==> src/rtl/booth_mult_seq_ctrl.sv <==
// Operand-issue and result-capture sequencer for the 32x32 radix-4 Booth/Wallace
// multiplier. Holds an accepted md/mr pair at the multiplier inputs, pulses a
// one-cycle clear, waits LAT cycles, captures the product and hands it out over
// a valid/ready handshake.
module booth_mult_seq_ctrl #(
    parameter int N     = 32,
    parameter int LAT   = 18,
    parameter int CNT_W = 16
) (
    input  logic                  clk,
    input  logic                  reset,
    input  logic                  in_valid,
    output logic                  in_ready,
    input  logic signed [N-1:0]   in_md,
    input  logic signed [N-1:0]   in_mr,
    output logic signed [N-1:0]   mult_md,
    output logic signed [N-1:0]   mult_mr,
    output logic                  mult_clr_n,
    input  logic signed [2*N-1:0] mult_product,
    output logic                  out_valid,
    input  logic                  out_ready,
    output logic signed [2*N-1:0] out_product,
    output logic                  busy,
    output logic [CNT_W-1:0]      op_count
);

    // Latency counter only has to reach LAT (it steps once past LAT-1).
    localparam int              LC_W    = $clog2(LAT + 1);
    localparam logic [LC_W-1:0] LC_LAST = LC_W'(LAT - 1);

    typedef enum logic [1:0] {
        S_IDLE = 2'd0,
        S_LOAD = 2'd1,
        S_RUN  = 2'd2,
        S_DONE = 2'd3
    } state_t;

    state_t                  r_state;
    state_t                  w_next_state;
    logic signed [N-1:0]     r_md;
    logic signed [N-1:0]     r_mr;
    logic signed [2*N-1:0]   r_prod;
    logic [CNT_W-1:0]        r_op_cnt;
    logic [LC_W-1:0]         r_lat_cnt;
    logic                    w_accept;
    logic                    w_last;
    logic                    w_out_hs;

    assign w_accept = in_valid & in_ready;
    assign w_last   = (r_state == S_RUN) && (r_lat_cnt == LC_LAST);
    assign w_out_hs = (r_state == S_DONE) & out_ready;

    assign mult_md     = r_md;
    assign mult_mr     = r_mr;
    assign out_product = r_prod;
    assign op_count    = r_op_cnt;

    // State register; an asynchronous reset drops any partial operation.
    always_ff @(posedge clk or negedge reset) begin
        if (!reset) begin
            r_state <= S_IDLE;
        end else begin
            r_state <= w_next_state;
        end
    end

    // Next-state logic: in_valid only matters in IDLE and DONE, out_ready only in DONE.
    always_comb begin
        w_next_state = r_state;
        case (r_state)
            S_IDLE: if (in_valid) w_next_state = S_LOAD;
            S_LOAD: w_next_state = S_RUN;
            S_RUN:  if (w_last) w_next_state = S_DONE;
            S_DONE: if (out_ready) w_next_state = in_valid ? S_LOAD : S_IDLE;
            default: w_next_state = S_IDLE;
        endcase
    end

    // Output decode; reset gates the handshake and holds the multiplier in clear.
    always_comb begin
        in_ready   = reset && ((r_state == S_IDLE) || ((r_state == S_DONE) && out_ready));
        busy       = (r_state == S_LOAD) || (r_state == S_RUN);
        out_valid  = (r_state == S_DONE);
        mult_clr_n = reset && (r_state != S_LOAD);
    end

    // Operand hold registers: change only on an accepted handshake.
    always_ff @(posedge clk or negedge reset) begin
        if (!reset) begin
            r_md <= '0;
            r_mr <= '0;
        end else if (w_accept) begin
            r_md <= in_md;
            r_mr <= in_mr;
        end
    end

    // Latency counter: cleared while the multiplier is in clear, counts through RUN.
    always_ff @(posedge clk or negedge reset) begin
        if (!reset) begin
            r_lat_cnt <= '0;
        end else if (r_state == S_LOAD) begin
            r_lat_cnt <= '0;
        end else if (r_state == S_RUN) begin
            r_lat_cnt <= r_lat_cnt + LC_W'(1);
        end
    end

    // Product register: written only on the last RUN cycle, stable through DONE.
    always_ff @(posedge clk or negedge reset) begin
        if (!reset) begin
            r_prod <= '0;
        end else if (w_last) begin
            r_prod <= mult_product;
        end
    end

    // Completed-result counter, wraps naturally at 2^CNT_W.
    always_ff @(posedge clk or negedge reset) begin
        if (!reset) begin
            r_op_cnt <= '0;
        end else if (w_out_hs) begin
            r_op_cnt <= r_op_cnt + CNT_W'(1);
        end
    end

endmodule
==> config.mk <==
export PLATFORM = sky130hd
export DESIGN_NAME = booth_mult_seq_ctrl
export DESIGN_NICKNAME = d
export VERILOG_FILES = /design/src/rtl/booth_mult_seq_ctrl.sv
export SDC_FILE = /design/constraint.sdc
export NUM_CORES = 1
export LEC_CHECK = 0
export BUFFER_PORTS_ARGS = -buffer_cell sky130_fd_sc_hd__buf_2
export CORE_ASPECT_RATIO = 0.6
export CORE_MARGIN = 3
export CORE_UTILIZATION = 44
export CTS_BUF_LIST = sky130_fd_sc_hd__clkbuf_4 sky130_fd_sc_hd__clkbuf_8
export DETAILED_ROUTE_END_ITERATION = 7
export HOLD_SLACK_MARGIN = 0.12
export PLACE_DENSITY_LB_ADDON = 0.1
export SLEW_MARGIN = 30
export SYNTH_ARGS = -nofsm -noshare
export SYNTH_HDL_FRONTEND = slang
export SYNTH_SLANG_ARGS = --single-unit
export TNS_END_PERCENT = 5
==> constraint.sdc <==
create_clock -name clk -period 1.9 [get_ports clk]
set_clock_uncertainty 0.1 [all_clocks]
set_input_delay 0.38 -clock clk [delete_from_list [all_inputs] [get_ports clk]]
set_output_delay 0.38 -clock clk [all_outputs]
set_load 0.005 [all_outputs]
# Word-level counts from Yosys, hierarchy flattened
# Cells that the tools add are included.
[totals]
wordCells = 34
output_inout_bits = 148
register_bits = 151
[classes]
bitwise = 2
eq_ne = 8
n_reduce_logical = 9
n_mux = 7
n_addsub = 2
[ops]
columns = ["operator", "count"]
rows = [
  ["adder 16 x 1 -> 16 bit (second input constant)", 1],
  ["2-to-1 mux 5 bit", 2],
  ["one-hot mux 2 bit (4 select lines)", 1],
  ["2-to-1 mux 2 bit", 3],
  ["adder 5 x 1 -> 5 bit (second input constant)", 1],
  ["== test 5 bit (second input constant)", 1],
  ["== test 2 bit (second input constant)", 2],
  ["logical AND 1 bit", 4],
  ["!= test 2 x 1 -> 1 bit (second input constant)", 2],
  ["!= test 2 bit (second input constant)", 2],
  ["AND reduction 3 bit", 1],
  ["bitwise AND 1 bit", 2],
  ["== test 2 x 1 -> 1 bit (second input constant)", 1],
  ["logical NOT 2 bit", 1],
  ["logical OR 1 bit", 2],
  ["nonzero test 2 bit", 1],
  ["2-to-1 mux 1 bit", 1],
]

# Logic depth before layout (Yosys ltp)
# Gate-level depths: netlist of the first run.
[logic_depth]
ltp_word = 5
mapped_depth = 7
mapped_depth_nobuf = 6

# Least setup slack after synthesis of the first run
# Ideal clock, no wire load.
[synth_timing]
kind = "reg-to-reg"
startpoint = "register r_state[0]"
endpoint = "register r_md[21], in the netlist mult_md[21]"
setup_slack_ns = -0.061
period_less_slack_ns = 1.961
t_arrival_ns = 1.737
path_stages_with_launch = 8
setup_ns = 0.125
n_path_buf = 2
path_cell_list = "dfrtp_1 -> ha_1 -> and2_1 -> buf_4 -> o21a_2 -> nand2_4 -> buf_6 -> mux2_2"
[synth_between]
elab_chain_len = 5
[synth_lines]
columns = ["item", "line_no", "text"]
rows = [
  ["start: declaration", "38", "state_t r_state;"],
  ["start signal: assignment", "63", "r_state <= w_next_state;"],
  ["== test 2 bit", "--", ""],
  ["named net out_valid", "20", "output logic out_valid,"],
  ["logical AND 1 bit", "81", "in_ready = reset && ((r_state == S_IDLE) || ((r_state == S_DONE) && out_ready));"],
  ["logical OR 1 bit", "81", ""],
  ["logical AND 1 bit", "81", ""],
  ["named net in_ready", "13", "output logic in_ready,"],
  ["bitwise AND 1 bit", "49", "assign w_accept = in_valid & in_ready;"],
  ["end signal: assignment", "93", "r_md <= in_md;"],
  ["end: declaration", "40", "logic signed [N-1:0] r_md;"],
]
# The timed path passes the listed nets, and every way through them passes these cells.
# A chain may end at the register's enable or synchronous reset.

# Worst setup path in the final report of the first run
[layout_timing]
startpoint = "register r_state[0]"
endpoint = "register r_mr[30], in the netlist mult_mr[30]"
[layout_between]
elab_chain_len = 5
[layout_lines]
columns = ["item", "line_no", "text"]
rows = [
  ["== test 2 bit", "81", ""],
  ["logical AND 1 bit", "81", ""],
  ["logical OR 1 bit (*)", "81", ""],
  ["logical AND 1 bit (*)", "81", ""],
  ["bitwise AND 1 bit (*)", "49", ""],
  ["end signal: assignment", "94", "r_mr <= in_mr;"],
  ["end: declaration", "41", "logic signed [N-1:0] r_mr;"],
]
# Mark *: on every way between the ends. The rest lies on a longest branch, timed or not.

==> metrics.sh, run 1 <==
OUTCOME='complete, but fails checks'
FAILED_CHECKS='setup timing'
TIMING.CRITICAL_PATH.SLOWEST_STAGE_CELL='sky130_fd_sc_hd__dfrtp_1'
WORST_SETUP_PATH_START_KIND='flip-flop'
FIN_NETS=951
WORSTREGTOREGCELLS=7
GRT_FIRST_PASS_WIRELENGTH_MM=28.2
PLACEMENT_ROWS=33
FIRST_GLOBAL_VIAS=5148
DPL.HPWL_MM=11.1
COMBPWRFRAC=0.331
GLOBAL_PLACER_S_FINAL_WEIGHTED_CONGESTION=0.804
SYN_AREA_MM2=0.00624
CTS-ROOT-BUF='sky130_fd_sc_hd__clkbuf_8'
INITIAL_UTILIZATION=0.454
LAYOUT.CELLS.MOST_COMMON='sky130_fd_sc_hd__buf_2'
POSTROUTEANTENNANETS=0
FINISH.UTILIZATION=0.713
WORSTREG2REGSTART='r_state[0]'
POST_LAYOUT_MINIMUM_CYCLE_TIME_NS=1.99
FMAXACHIEVABLE_MHz=503
CTS_HTREE_LEVELS=4
POWER_LEAKAGE_nW=5.12
DRIVE_ABOVE_1_SHARE=0.562
WORST_HOLD_PATH_TYPE='input port to flip-flop'
ANTENNA_FOUND_INITIAL=1
WORST-ENDPOINT-REQUIRED_NS=2.11
MAXSLEWVIOLCOUNT=0
CRITICAL_PATH.STARTPOINT='r_state[0]'
TIMING.HOLD.WORST_PATH_DEPTH=3
YS_SEQ_AREA_FRAC=0.606
SYNTH.FF_LATCH_COUNT=151
YOSYS.CELL_TYPES.COUNT=36
CLOCK_TREE_FROM_TRITONCTS='built'
NET-SWITCHING-POWER_mW=3.18
CATEGORY_OF_THE_WORST_SETUP_PATH_CAPTURE_POINT='flip-flop'
SEQ_POWER_SHARE=0.427
REPORT.FINAL.SETUP_VIOL=64
TRANSITION_AT_THE_PIN_WITH_THE_SMALLEST_MAX_TRANSITION_SLACK_NS=0.771
COMMONEST_CELLS_AFTER_ROUTING_FILL_AND_TAPS_ASIDE='sky130_fd_sc_hd__buf_2 (277), sky130_fd_sc_hd__dfrtp_1 (151), sky130_fd_sc_hd__dlygate4sd3_1 (130)'
SYNTH_CELLS=378
CRITICAL_PATH_ARRIVAL_NS=2.19
CTS_MAX_PATH_BUFFERS=2
TIMING.SETUP.CRITICAL_PATH_CLASS='flip-flop to flip-flop'
WORST_SETUP_HOLD_PATH_CLK_SLEW_NS=0.08
NETSWITCHINGFRACTION=0.295
WORST-PATH-MAX-FANOUT=14
GR-USAGE-ALL-LAYERS=0.225
FINAL_LAYOUT_WORST_HOLD_SLACK_NS=0.303
SYN-NUM-NETS=518
NUM-FILL-CELLS=934
GRT_OVERFLOW=0
AVGSYNTHCELLAREA_UM2=16.5
P_INT_mW=7.61
SYNTHESIS.YOSYS.WARNINGS=0
CP_CELL_INSTANCES='ha_2 -> and2_4 -> o21a_4 -> buf_4 -> nand2_8 -> clkbuf_16 -> mux2_2'
FLOORPLAN.DIE.WIDTH_UM=160
POST-PLACE-CELLS=848
NUM_VIAS=4780
GRT_SETUP_UNREPAIRED='true'
CLOCK_POWER_SHARE=0.243
MAXSLEWHEADROOM=0.484
POST-ROUTE-DRC-COUNT=0
GRT_MAX_DEGREE=136
AREA_DELTA_SYNTH_FINAL_PCT=57.2
CRITICAL_PATH.N_BUFFERS_INVERTERS=2
HOLD_START='in_valid'
DESIGN.DIE.AREA_MM2=0.0157
SYNTH-MAIN-FF-CELL='sky130_fd_sc_hd__dfrtp_1'
LAYOUTNONFILLERINSTCOUNT=1017
CRITPATHMAXSTAGEDELAY_NS=0.42
CLOCK_LATENCY_NS=0.43
PORT_BUFFERS=279
VIAS_PER_CELL=4.70
POSTLAYOUTCELLAREA_MM2=0.00980
NUMCLOCKSINKS=151
SETUP_SLACK_OF_THE_WORST_REGISTER_TO_REGISTER_PATH_NS=-0.09
POST_SYNTH_EDFFS=0
MAXCAPVIOLCOUNT=0
ROUTE.FINAL.WIRE_LENGTH_MM=17.8
DPL-INSTANCE-AREA_MM2=0.00786
HOLD_VIOLATIONS=0
CP_NUM_CELLS=7
WORST_IR_DROP_VDD_uV=759
CPLARGESTDELAYFAMILY='flip-flops'
FLOORPLAN.DIE.HEIGHT_UM=98.2
DRT-INITIAL-DRC-COUNT=310
IO_PINS=280
TIMING.FINAL.CRIT_SHARE=1.05
NUMCTSBUFFERS=17
POST_DRT_WL_PER_CELL_UM=17.5
POSTLAYOUTSETUPSLACKWORST_NS=-0.0865
POWER-PER-CELL-AREA_mW_PER_MM2=1100
POSTSYNTH.ASYNCRESETSHARE=1.00
CORE_MM2=0.0137
DETAIL_ROUTE.FIRST_PASS.ITERATIONS=4
registers in the layout, summed over array words and instances (netlist names):
signal / flops
out_product: 64
mult_md: 32
mult_mr: 32
op_count: 16
r_lat_cnt: 5
r_state: 2
Yosys cell counts, types with 2 or more instances:
library cell / n / share of area
sky130_fd_sc_hd__xnor2_1: 5 / 0.0070
sky130_fd_sc_hd__ha_1: 8 / 0.016
sky130_fd_sc_hd__dfrtp_1: 151 / 0.61
sky130_fd_sc_hd__mux2_4: 60 / 0.14
sky130_fd_sc_hd__nand4_1: 3 / 0.0030
sky130_fd_sc_hd__mux2_2: 60 / 0.11
sky130_fd_sc_hd__nand2_1: 11 / 0.0066
sky130_fd_sc_hd__nor3_1: 4 / 0.0032
sky130_fd_sc_hd__nor2_1: 5 / 0.0030
sky130_fd_sc_hd__inv_1: 7 / 0.0042
sky130_fd_sc_hd__nand2b_1: 2 / 0.0020
sky130_fd_sc_hd__nand3_1: 4 / 0.0032
sky130_fd_sc_hd__mux2_1: 9 / 0.016
sky130_fd_sc_hd__o21ai_0: 6 / 0.0048
sky130_fd_sc_hd__buf_12: 6 / 0.019
sky130_fd_sc_hd__buf_6: 7 / 0.013
sky130_fd_sc_hd__and4_1: 2 / 0.0028
sky130_fd_sc_hd__xor2_1: 10 / 0.014
cell type report:
cell class                      instances  area [um^2]  area share
Sequential cell                       151         3780       0.385
Antenna cell                            1         2.50    0.000255
Clock inverter                         13          169      0.0172
Tap cell                              192          240      0.0245
Timing Repair Buffer                  428         2960       0.302
Multi-Input combinational cell        206         2370       0.242
Clock buffer                           19          255      0.0260
Inverter                                7         26.3     0.00268
power by group through the flow:
| stage | registers [mW] | logic, mW | clock network [mW] |
|---|---|---|---|
| 2_1_floorplan | 4.68 | 1.38 | 0 |
| 3_3_place_gp | 4.58 | 2.86 | 0 |
| 3_5_place_dp | 4.62 | 2.92 | 0 |
| 4_1_cts | 4.56 | 3.25 | 2.69 |
| 5_1_grt | 4.71 | 3.87 | 2.84 |
| 6_report | 4.61 | 3.57 | 2.62 |
stage by stage:
step	setup TNS, ns	total power [mW]	setup slack (ns)
floorplan	0	6.06	0.00983
global placement	0	7.45	0.0812
detailed placement	0	7.54	0.0428
CTS	-1.70	10.5	-0.0975
global route	-6.38	11.4	-0.143
finish	-2.34	10.8	-0.0865
worst register-to-register path, cell delays in order, from the launching register on:
cell	delay, ns
sky130_fd_sc_hd__dfrtp_1	0.42
sky130_fd_sc_hd__ha_2	0.20
sky130_fd_sc_hd__and2_4	0.14
sky130_fd_sc_hd__o21a_4	0.19
sky130_fd_sc_hd__buf_4	0.15
sky130_fd_sc_hd__nand2_8	0.11
sky130_fd_sc_hd__clkbuf_16	0.22
sky130_fd_sc_hd__mux2_2	0.35
repair_timing:
| item | CTS | global route |
|---|---|---|
| setup buffers | 4 | 1 |
| gates cloned | 0 | 1 |
| hold buffers | 130 | 0 |
| hold endpoints to repair | 279 | 0 |
| gates resized for setup | 7 | 33 |
| pin swaps | 2 | 3 |
| setup endpoints to repair | 3 | 133 |
path summary, 6_finish.rpt:
kind / endpoint
min reg2reg: op_count[15]
min: r_state[0]
max reg2reg: mult_mr[30]
max: mult_mr[30]
max in group asynchronous: mult_mr[30]
min in group asynchronous: r_lat_cnt[0]
per-layer routing:
layer  track usage  vias up  wire length, um
met5             0        -                0
met4        0.0814        0              367
met3        0.0551       26              977
met2         0.381      164             8870
met1         0.285     2403             7550
li1              -     2187                -
logic make-up after synthesis:
logic type | Yosys count | synth area share
compound gates | 14 | 0.0146
xor+xnor | 15 | 0.0211
fa+ha+maj | 8 | 0.0160
buf+inv | 21 | 0.0373
flops | 151 | 0.606
mux | 130 | 0.271
simple gates | 39 | 0.0345
Note: power is estimated with default switching activity, not from simulation.
==> run 2, diff against run 1 <==
--- a/config.mk
+++ b/config.mk
@@ -8,8 +8,8 @@
 export BUFFER_PORTS_ARGS = -buffer_cell sky130_fd_sc_hd__buf_2
 export CORE_ASPECT_RATIO = 0.6
 export CORE_MARGIN = 3
-export CORE_UTILIZATION = 44
-export CTS_BUF_LIST = sky130_fd_sc_hd__clkbuf_4 sky130_fd_sc_hd__clkbuf_8
+export CORE_UTILIZATION = 37
+export CTS_BUF_LIST = sky130_fd_sc_hd__clkbuf_4
 export DETAILED_ROUTE_END_ITERATION = 7
 export HOLD_SLACK_MARGIN = 0.12
 export PLACE_DENSITY_LB_ADDON = 0.1
==> metrics.sh, run 2 (synthesis results as in run 1) <==
DRT-INITIAL-DRC-COUNT=178
FMAXACHIEVABLE_MHz=487
WORST_IR_DROP_VDD_uV=582
INITIAL_UTILIZATION=0.381
PLACE_WORST_SETUP_SLACK_NS=0.0488
NUM_VIAS=4707
CRITPATHMAXSTAGEDELAY_NS=0.42
FAILED_CHECKS='setup timing'
MAXSLEWHEADROOM=0.511
AREA_DELTA_SYNTH_FINAL_PCT=54.6
OUTCOME='complete, but fails checks'
LAYOUTNONFILLERINSTCOUNT=1054
LARGEST_REGISTER_FF_COUNT=64
FLOORPLAN.DIE.WIDTH_UM=174
COMMONEST_CELLS_AFTER_ROUTING_FILL_AND_TAPS_ASIDE='sky130_fd_sc_hd__buf_2 (277), sky130_fd_sc_hd__dfrtp_1 (151), sky130_fd_sc_hd__dlygate4sd3_1 (130)'
MAXSLEWVIOLCOUNT=0
POWER_LEAKAGE_nW=4.94
POST_LAYOUT_MINIMUM_CYCLE_TIME_NS=2.05
DPL.HPWL_MM=11.8
GRT_MAX_DEGREE=80
POST-PLACE-CELLS=890
CLOCK_TREE_FROM_TRITONCTS='built'
GLOBAL_PLACER_S_FINAL_WEIGHTED_CONGESTION=0.767
WORST-PATH-MAX-FANOUT=3
POST_DRT_WL_PER_CELL_UM=16.9
TIMING.CRITICAL_PATH.SLOWEST_STAGE_CELL='sky130_fd_sc_hd__dfrtp_1'
CATEGORY_OF_THE_WORST_SETUP_PATH_CAPTURE_POINT='output port'
DETAIL_ROUTE.FIRST_PASS.ITERATIONS=4
POSTROUTEANTENNANETS=0
SEQ_POWER_SHARE=0.446
WORST_SETUP_PATH_START_KIND='flip-flop'
CRITICAL_PATH_ARRIVAL_NS=1.57
LAYOUT.AREA.SEQ_MM2=0.00378
WORSTREGTOREGCELLS=7
MULTI_INPUT_COMB_AREA_MM2=0.00229
GRT_SETUP_UNREPAIRED='true'
POST-ROUTE-DRC-COUNT=0
HOLD_START='out_ready'
CLOCK_POWER_SHARE=0.220
TIMING.HOLD.WORST_PATH_DEPTH=5
CORE_MM2=0.0164
POWER-PER-CELL-AREA_mW_PER_MM2=1060
CLOCK_LATENCY_NS=0.54
NUMCTSBUFFERS=17
FLOORPLAN.DIE.HEIGHT_UM=107
MAXCAPVIOLCOUNT=0
NETSWITCHINGFRACTION=0.294
DESIGN.DIE.AREA_MM2=0.0185
WORST_HOLD_PATH_TYPE='input port to flip-flop'
CTS_HTREE_LEVELS=4
POSTLAYOUTSETUPSLACKWORST_NS=-0.153
GR-USAGE-ALL-LAYERS=0.196
TRANSITION_AT_THE_PIN_WITH_THE_SMALLEST_MAX_TRANSITION_SLACK_NS=0.734
NUMCLOCKSINKS=151
TIMING.SETUP.CRITICAL_PATH_CLASS='flip-flop to output port'
DRIVE_ABOVE_1_SHARE=0.557
ROUTE.FINAL.WIRE_LENGTH_MM=17.8
FIRST_GLOBAL_VIAS=5144
FIN_NETS=955
P_INT_mW=7.21
COMBPWRFRAC=0.334
WORST_SETUP_HOLD_PATH_CLK_SLEW_NS=0.11
WORST_R2R_ENDPOINT='mult_md[4]'
PLACEMENT_ROWS=36
GRT_FIRST_PASS_WIRELENGTH_MM=28.5
FIN_TNS_SETUP_NS=-1.06
ANTENNA_FOUND_INITIAL=1
IO_PINS=280
PNR_TOTAL_POWER_mW=10.2
LAYOUT.CELLS.MOST_COMMON='sky130_fd_sc_hd__buf_2'
REPORT.FINAL.SETUP_VIOL=29
SETUP_SLACK_OF_THE_WORST_REGISTER_TO_REGISTER_PATH_NS=-0.04
GRT_OVERFLOW=0
CP_CELL_INSTANCES='ha_2 -> and2_4 -> o21a_4 -> buf_6'
CTS-ROOT-BUF='sky130_fd_sc_hd__clkbuf_4'
WORST-ENDPOINT-REQUIRED_NS=1.42
INSERTEDDIODECOUNT=0
NET-SWITCHING-POWER_mW=3.01
VIAS_PER_CELL=4.47
HOLD_VIOLATIONS=0
CTS_MAX_PATH_BUFFERS=2
WORSTREG2REGSTART='r_state[0]'
HOLD_PATH_END='r_state[0]'
TIMING.FINAL.CRIT_SHARE=1.08
NUM-FILL-CELLS=1327
PORT_BUFFERS=279
-- run 2: cell types whose count changed in the layout (fill, tap and decap cells not counted), sizes merged --
cell | previous run | this run
clkinv | 3 | 7
clkinvlp | 4 | 1
buf | 297 | 302
bufinv | 3 | 5
inv | 10 | 7
diode | 1 | 0
clkbuf | 20 | 17
-- run 2: routing by layer --
layer  wire length, um  vias to the layer above  global-route usage
met5                13                        -                   0
met4               302                        2              0.0625
met3              1180                       25              0.0640
met2              8580                      157               0.315
met1              7720                     2314               0.253
li1                  -                     2209                   -
-- run 2: stage by stage --
stage	hold slack [ns]	area (um^2)	utilization
after floorplan	-0.0156	6250	-
after global placement	0.361	7910	0.484
after detailed placement	0.361	7910	0.484
after CTS	0.132	9570	0.585
after global routing	0.176	9640	0.590
final	0.216	9640	0.590
-- run 2: worst max path at each step --
stage / end / start / slack (ns)
2_1_floorplan: mult_md[21] / r_state[0] / 0.01
3_3_place_gp: out_product[35] / r_lat_cnt[1] / 0.09
3_5_place_dp: mult_mr[7] / r_state[1] / 0.05
4_1_cts: in_ready / r_state[1] / -0.24
5_1_grt: in_ready / r_state[0] / -0.27
6_report: in_ready / r_state[0] / -0.15
-- run 2: power groups by stage --
stage	logic (mW)	registers, mW	clock network [mW]
6_report	3.41	4.56	2.24
5_1_grt	3.72	4.68	2.47
4_1_cts	3.34	4.55	2.35
3_5_place_dp	3.02	4.62	0
3_3_place_gp	2.93	4.60	0
2_1_floorplan	1.38	4.68	0
-- run 2: cell type report --
cell class / count / share of cell area
clock inverters: 13 / 0.0193
clock buffers: 17 / 0.0132
repair buffers: 432 / 0.305
well taps: 228 / 0.0296
multi-input cells: 206 / 0.238
flip-flops and latches: 151 / 0.392
inverters: 7 / 0.00273
-- run 2: critical path: cells and delay by family, from the launching register on --
family | cells | cell delay [ns]
adder cells (fa/ha/maj) | 1 | 0.19
flip-flops | 1 | 0.42
buffers and inverters | 1 | 0.11
AO/OA/AOI/OAI | 1 | 0.19
AND/OR/NAND/NOR | 1 | 0.14
-- run 2: repair_timing --
| item | in CTS | in global routing |
|---|---|---|
| resized for setup | 5 | 13 |
| hold buffers | 130 | 0 |
| endpoints found under the setup margin | 4 | 52 |
| setup buffers | 2 | 2 |
| pin swaps | 1 | 2 |
| hold endpoints to repair | 280 | 0 |
==> run 3, diff against run 2 <==
==> constraint.sdc (replaced) <==
create_clock -name clk -period 2.5 [get_ports clk]
set_clock_uncertainty 0.1 [all_clocks]
set_input_delay 0.5 -clock clk [delete_from_list [all_inputs] [get_ports clk]]
set_output_delay 0.5 -clock clk [all_outputs]
set_load 0.005 [all_outputs]
==> metrics.sh, run 3 (synthesis results as in run 1) <==
CRITICAL_PATH.N_BUFFERS_INVERTERS=3
CORE_MM2=0.0164
DRT-INITIAL-DRC-COUNT=232
DRIVE_ABOVE_1_SHARE=0.545
GLOBAL_PLACER_S_FINAL_WEIGHTED_CONGESTION=0.789
TIMING.SETUP.CRITICAL_PATH_CLASS='input port to output port'
CRITPATHMAXSTAGEDELAY_NS=0.64
POSTLAYOUTSETUPSLACKWORST_NS=0.128
CLOCK_TREE_FROM_TRITONCTS='built'
POST_DRT_WL_PER_CELL_UM=16.0
GRT_MAX_DEGREE=130
IO_PINS=280
P_INT_mW=5.25
CATEGORY_OF_THE_WORST_SETUP_PATH_CAPTURE_POINT='output port'
SETUP_SLACK_OF_THE_WORST_REGISTER_TO_REGISTER_PATH_NS=0.41
COMBPWRFRAC=0.308
NUM_VIAS=4568
PLACEMENT_ROWS=36
HOLD_VIOLATIONS=0
GRT_SETUP_UNREPAIRED='false'
PLACE_WORST_SETUP_SLACK_NS=0.359
FMAXACHIEVABLE_MHz=422
WORST_HOLD_PATH_TYPE='input port to flip-flop'
DPL-INSTANCE-AREA_MM2=0.00782
WORST-PATH-MAX-FANOUT=25
MAXCAPVIOLCOUNT=0
OUTCOME='finished clean'
TIMING.FINAL.CRIT_SHARE=0.949
AREA_DELTA_SYNTH_FINAL_PCT=51.2
WORST_SETUP_PATH_START_KIND='input port'
NUM-FILL-CELLS=1352
DPL.HPWL_MM=10.9
VIAS_PER_CELL=4.41
PORT_BUFFERS=279
WORST_SETUP_HOLD_PATH_CLK_SLEW_NS=0.14
REPORT.FINAL.SETUP_VIOL=0
DETAIL_ROUTE.FIRST_PASS.ITERATIONS=4
CTS_HTREE_LEVELS=4
FIN_NETS=937
POSTROUTEANTENNANETS=0
WORST_IR_DROP_VDD_uV=444
NET-SWITCHING-POWER_mW=2.21
PNR_TOTAL_POWER_mW=7.46
FINAL_LAYOUT_WORST_HOLD_SLACK_NS=0.248
CRITICAL_PATH_ARRIVAL_NS=1.77
TIMING.CRITICAL_PATH.SLOWEST_STAGE_CELL='sky130_fd_sc_hd__dlygate4sd3_1'
SEQ_POWER_SHARE=0.466
POSTLAYOUTCELLAREA_MM2=0.00943
FIRST_GLOBAL_VIAS=5032
DESIGN.DIE.AREA_MM2=0.0185
NUMCTSBUFFERS=17
POST-ROUTE-DRC-COUNT=0
INITIAL_UTILIZATION=0.381
FINISH.UTILIZATION=0.577
MAXSLEWHEADROOM=0.510
CTS_MAX_PATH_BUFFERS=2
POST-PLACE-CELLS=877
POWER-PER-CELL-AREA_mW_PER_MM2=791
LARGEST_REGISTER_FF_COUNT=64
CLOCK_LATENCY_NS=0.54
FLOORPLAN.DIE.WIDTH_UM=174
GRT_FIRST_PASS_WIRELENGTH_MM=26.9
ANTENNA_FOUND_INITIAL=0
CTS-ROOT-BUF='sky130_fd_sc_hd__clkbuf_4'
CLOCK_POWER_SHARE=0.226
FLOORPLAN.DIE.HEIGHT_UM=107
POWER_LEAKAGE_nW=4.85
NETSWITCHINGFRACTION=0.296
LAYOUTNONFILLERINSTCOUNT=1037
LAYOUT.CELLS.MOST_COMMON='sky130_fd_sc_hd__buf_2'
CP_CELL_INSTANCES='dlygate4sd3_1 -> buf_6 -> o21a_2 -> buf_2'
GRT_OVERFLOW=0
ROUTE.FINAL.WIRE_LENGTH_MM=16.6
TRANSITION_AT_THE_PIN_WITH_THE_SMALLEST_MAX_TRANSITION_SLACK_NS=0.735
NUMCLOCKSINKS=151
GR-USAGE-ALL-LAYERS=0.183
POST_LAYOUT_MINIMUM_CYCLE_TIME_NS=2.37
FIN_TNS_SETUP_NS=0
INSERTEDDIODECOUNT=0
COMMONEST_CELLS_AFTER_ROUTING_FILL_AND_TAPS_ASIDE='sky130_fd_sc_hd__buf_2 (278), sky130_fd_sc_hd__dfrtp_1 (151), sky130_fd_sc_hd__dlygate4sd3_1 (129)'
WORST-ENDPOINT-REQUIRED_NS=1.90
CPLARGESTDELAYFAMILY='buffers and inverters'
MAXSLEWVIOLCOUNT=0
-- run 3: cell count changes in the layout (fill, tap and decap cells not counted), moves of 2 or more --
cell                         delta
sky130_fd_sc_hd__inv_1          +2
sky130_fd_sc_hd__clkinv_4       +2
sky130_fd_sc_hd__ha_1           +3
sky130_fd_sc_hd__clkinvlp_4     +2
sky130_fd_sc_hd__clkinv_1       -4
sky130_fd_sc_hd__buf_6          -7
sky130_fd_sc_hd__clkbuf_4       +2
sky130_fd_sc_hd__inv_2          -2
sky130_fd_sc_hd__ha_4           -3
sky130_fd_sc_hd__buf_4         -12
-- run 3: power groups by stage --
| stage | clock network, mW | registers [mW] | logic, mW |
|---|---|---|---|
| floorplan | 0 | 3.56 | 1.04 |
| global placement | 0 | 3.49 | 2.10 |
| detailed placement | 0 | 3.52 | 2.16 |
| CTS | 1.77 | 3.48 | 2.33 |
| global route | 1.88 | 3.57 | 2.54 |
| finish | 1.69 | 3.48 | 2.30 |
-- run 3: worst paths after layout --
kind                              startpoint              end  depth (start not counted)
worst min register to register  op_count[15]     op_count[15]                          1
min in group asynchronous              reset     op_count[14]                          2
worst max-delay path                   reset         in_ready                          4
max in group asynchronous              reset  out_product[51]                          3
worst max register to register    r_state[1]      mult_mr[16]                          6
worst min-delay path               out_ready      op_count[0]                          3
-- run 3: worst reg2reg max path, delay by kind of cell (launching register included) --
kind            cells  cell delay, ns
buf+inv             1            0.31
mux                 1            0.38
fa+ha+maj           1            0.23
flops               1            0.43
simple gates        2            0.30
compound gates      1            0.22
-- run 3: final cells by class --
class	instances	area, um^2	share of cell area
multi-input combinational	206	2230	0.237
sequential	151	3780	0.401
clock inverter	12	178	0.0188
inverter	7	26.3	0.00279
timing repair buffer	414	2790	0.296
tap	228	285	0.0302
clock buffer	19	143	0.0151
-- run 3: timing repair --
action,CTS,global route
hold buffers,129,0
setup endpoints to repair,0,1
hold endpoints to repair,150,0
gates resized for setup,0,2
setup buffers,0,0
-- run 3: layer usage --
metal	wire, um	up-vias	part of all wire	track usage
met5	0	-	0	0
met4	243	0	0.015	0.0510
met1	7280	2229	0.44	0.236
met2	7900	156	0.48	0.295
li1	-	2162	-	-
met3	1140	21	0.069	0.0644
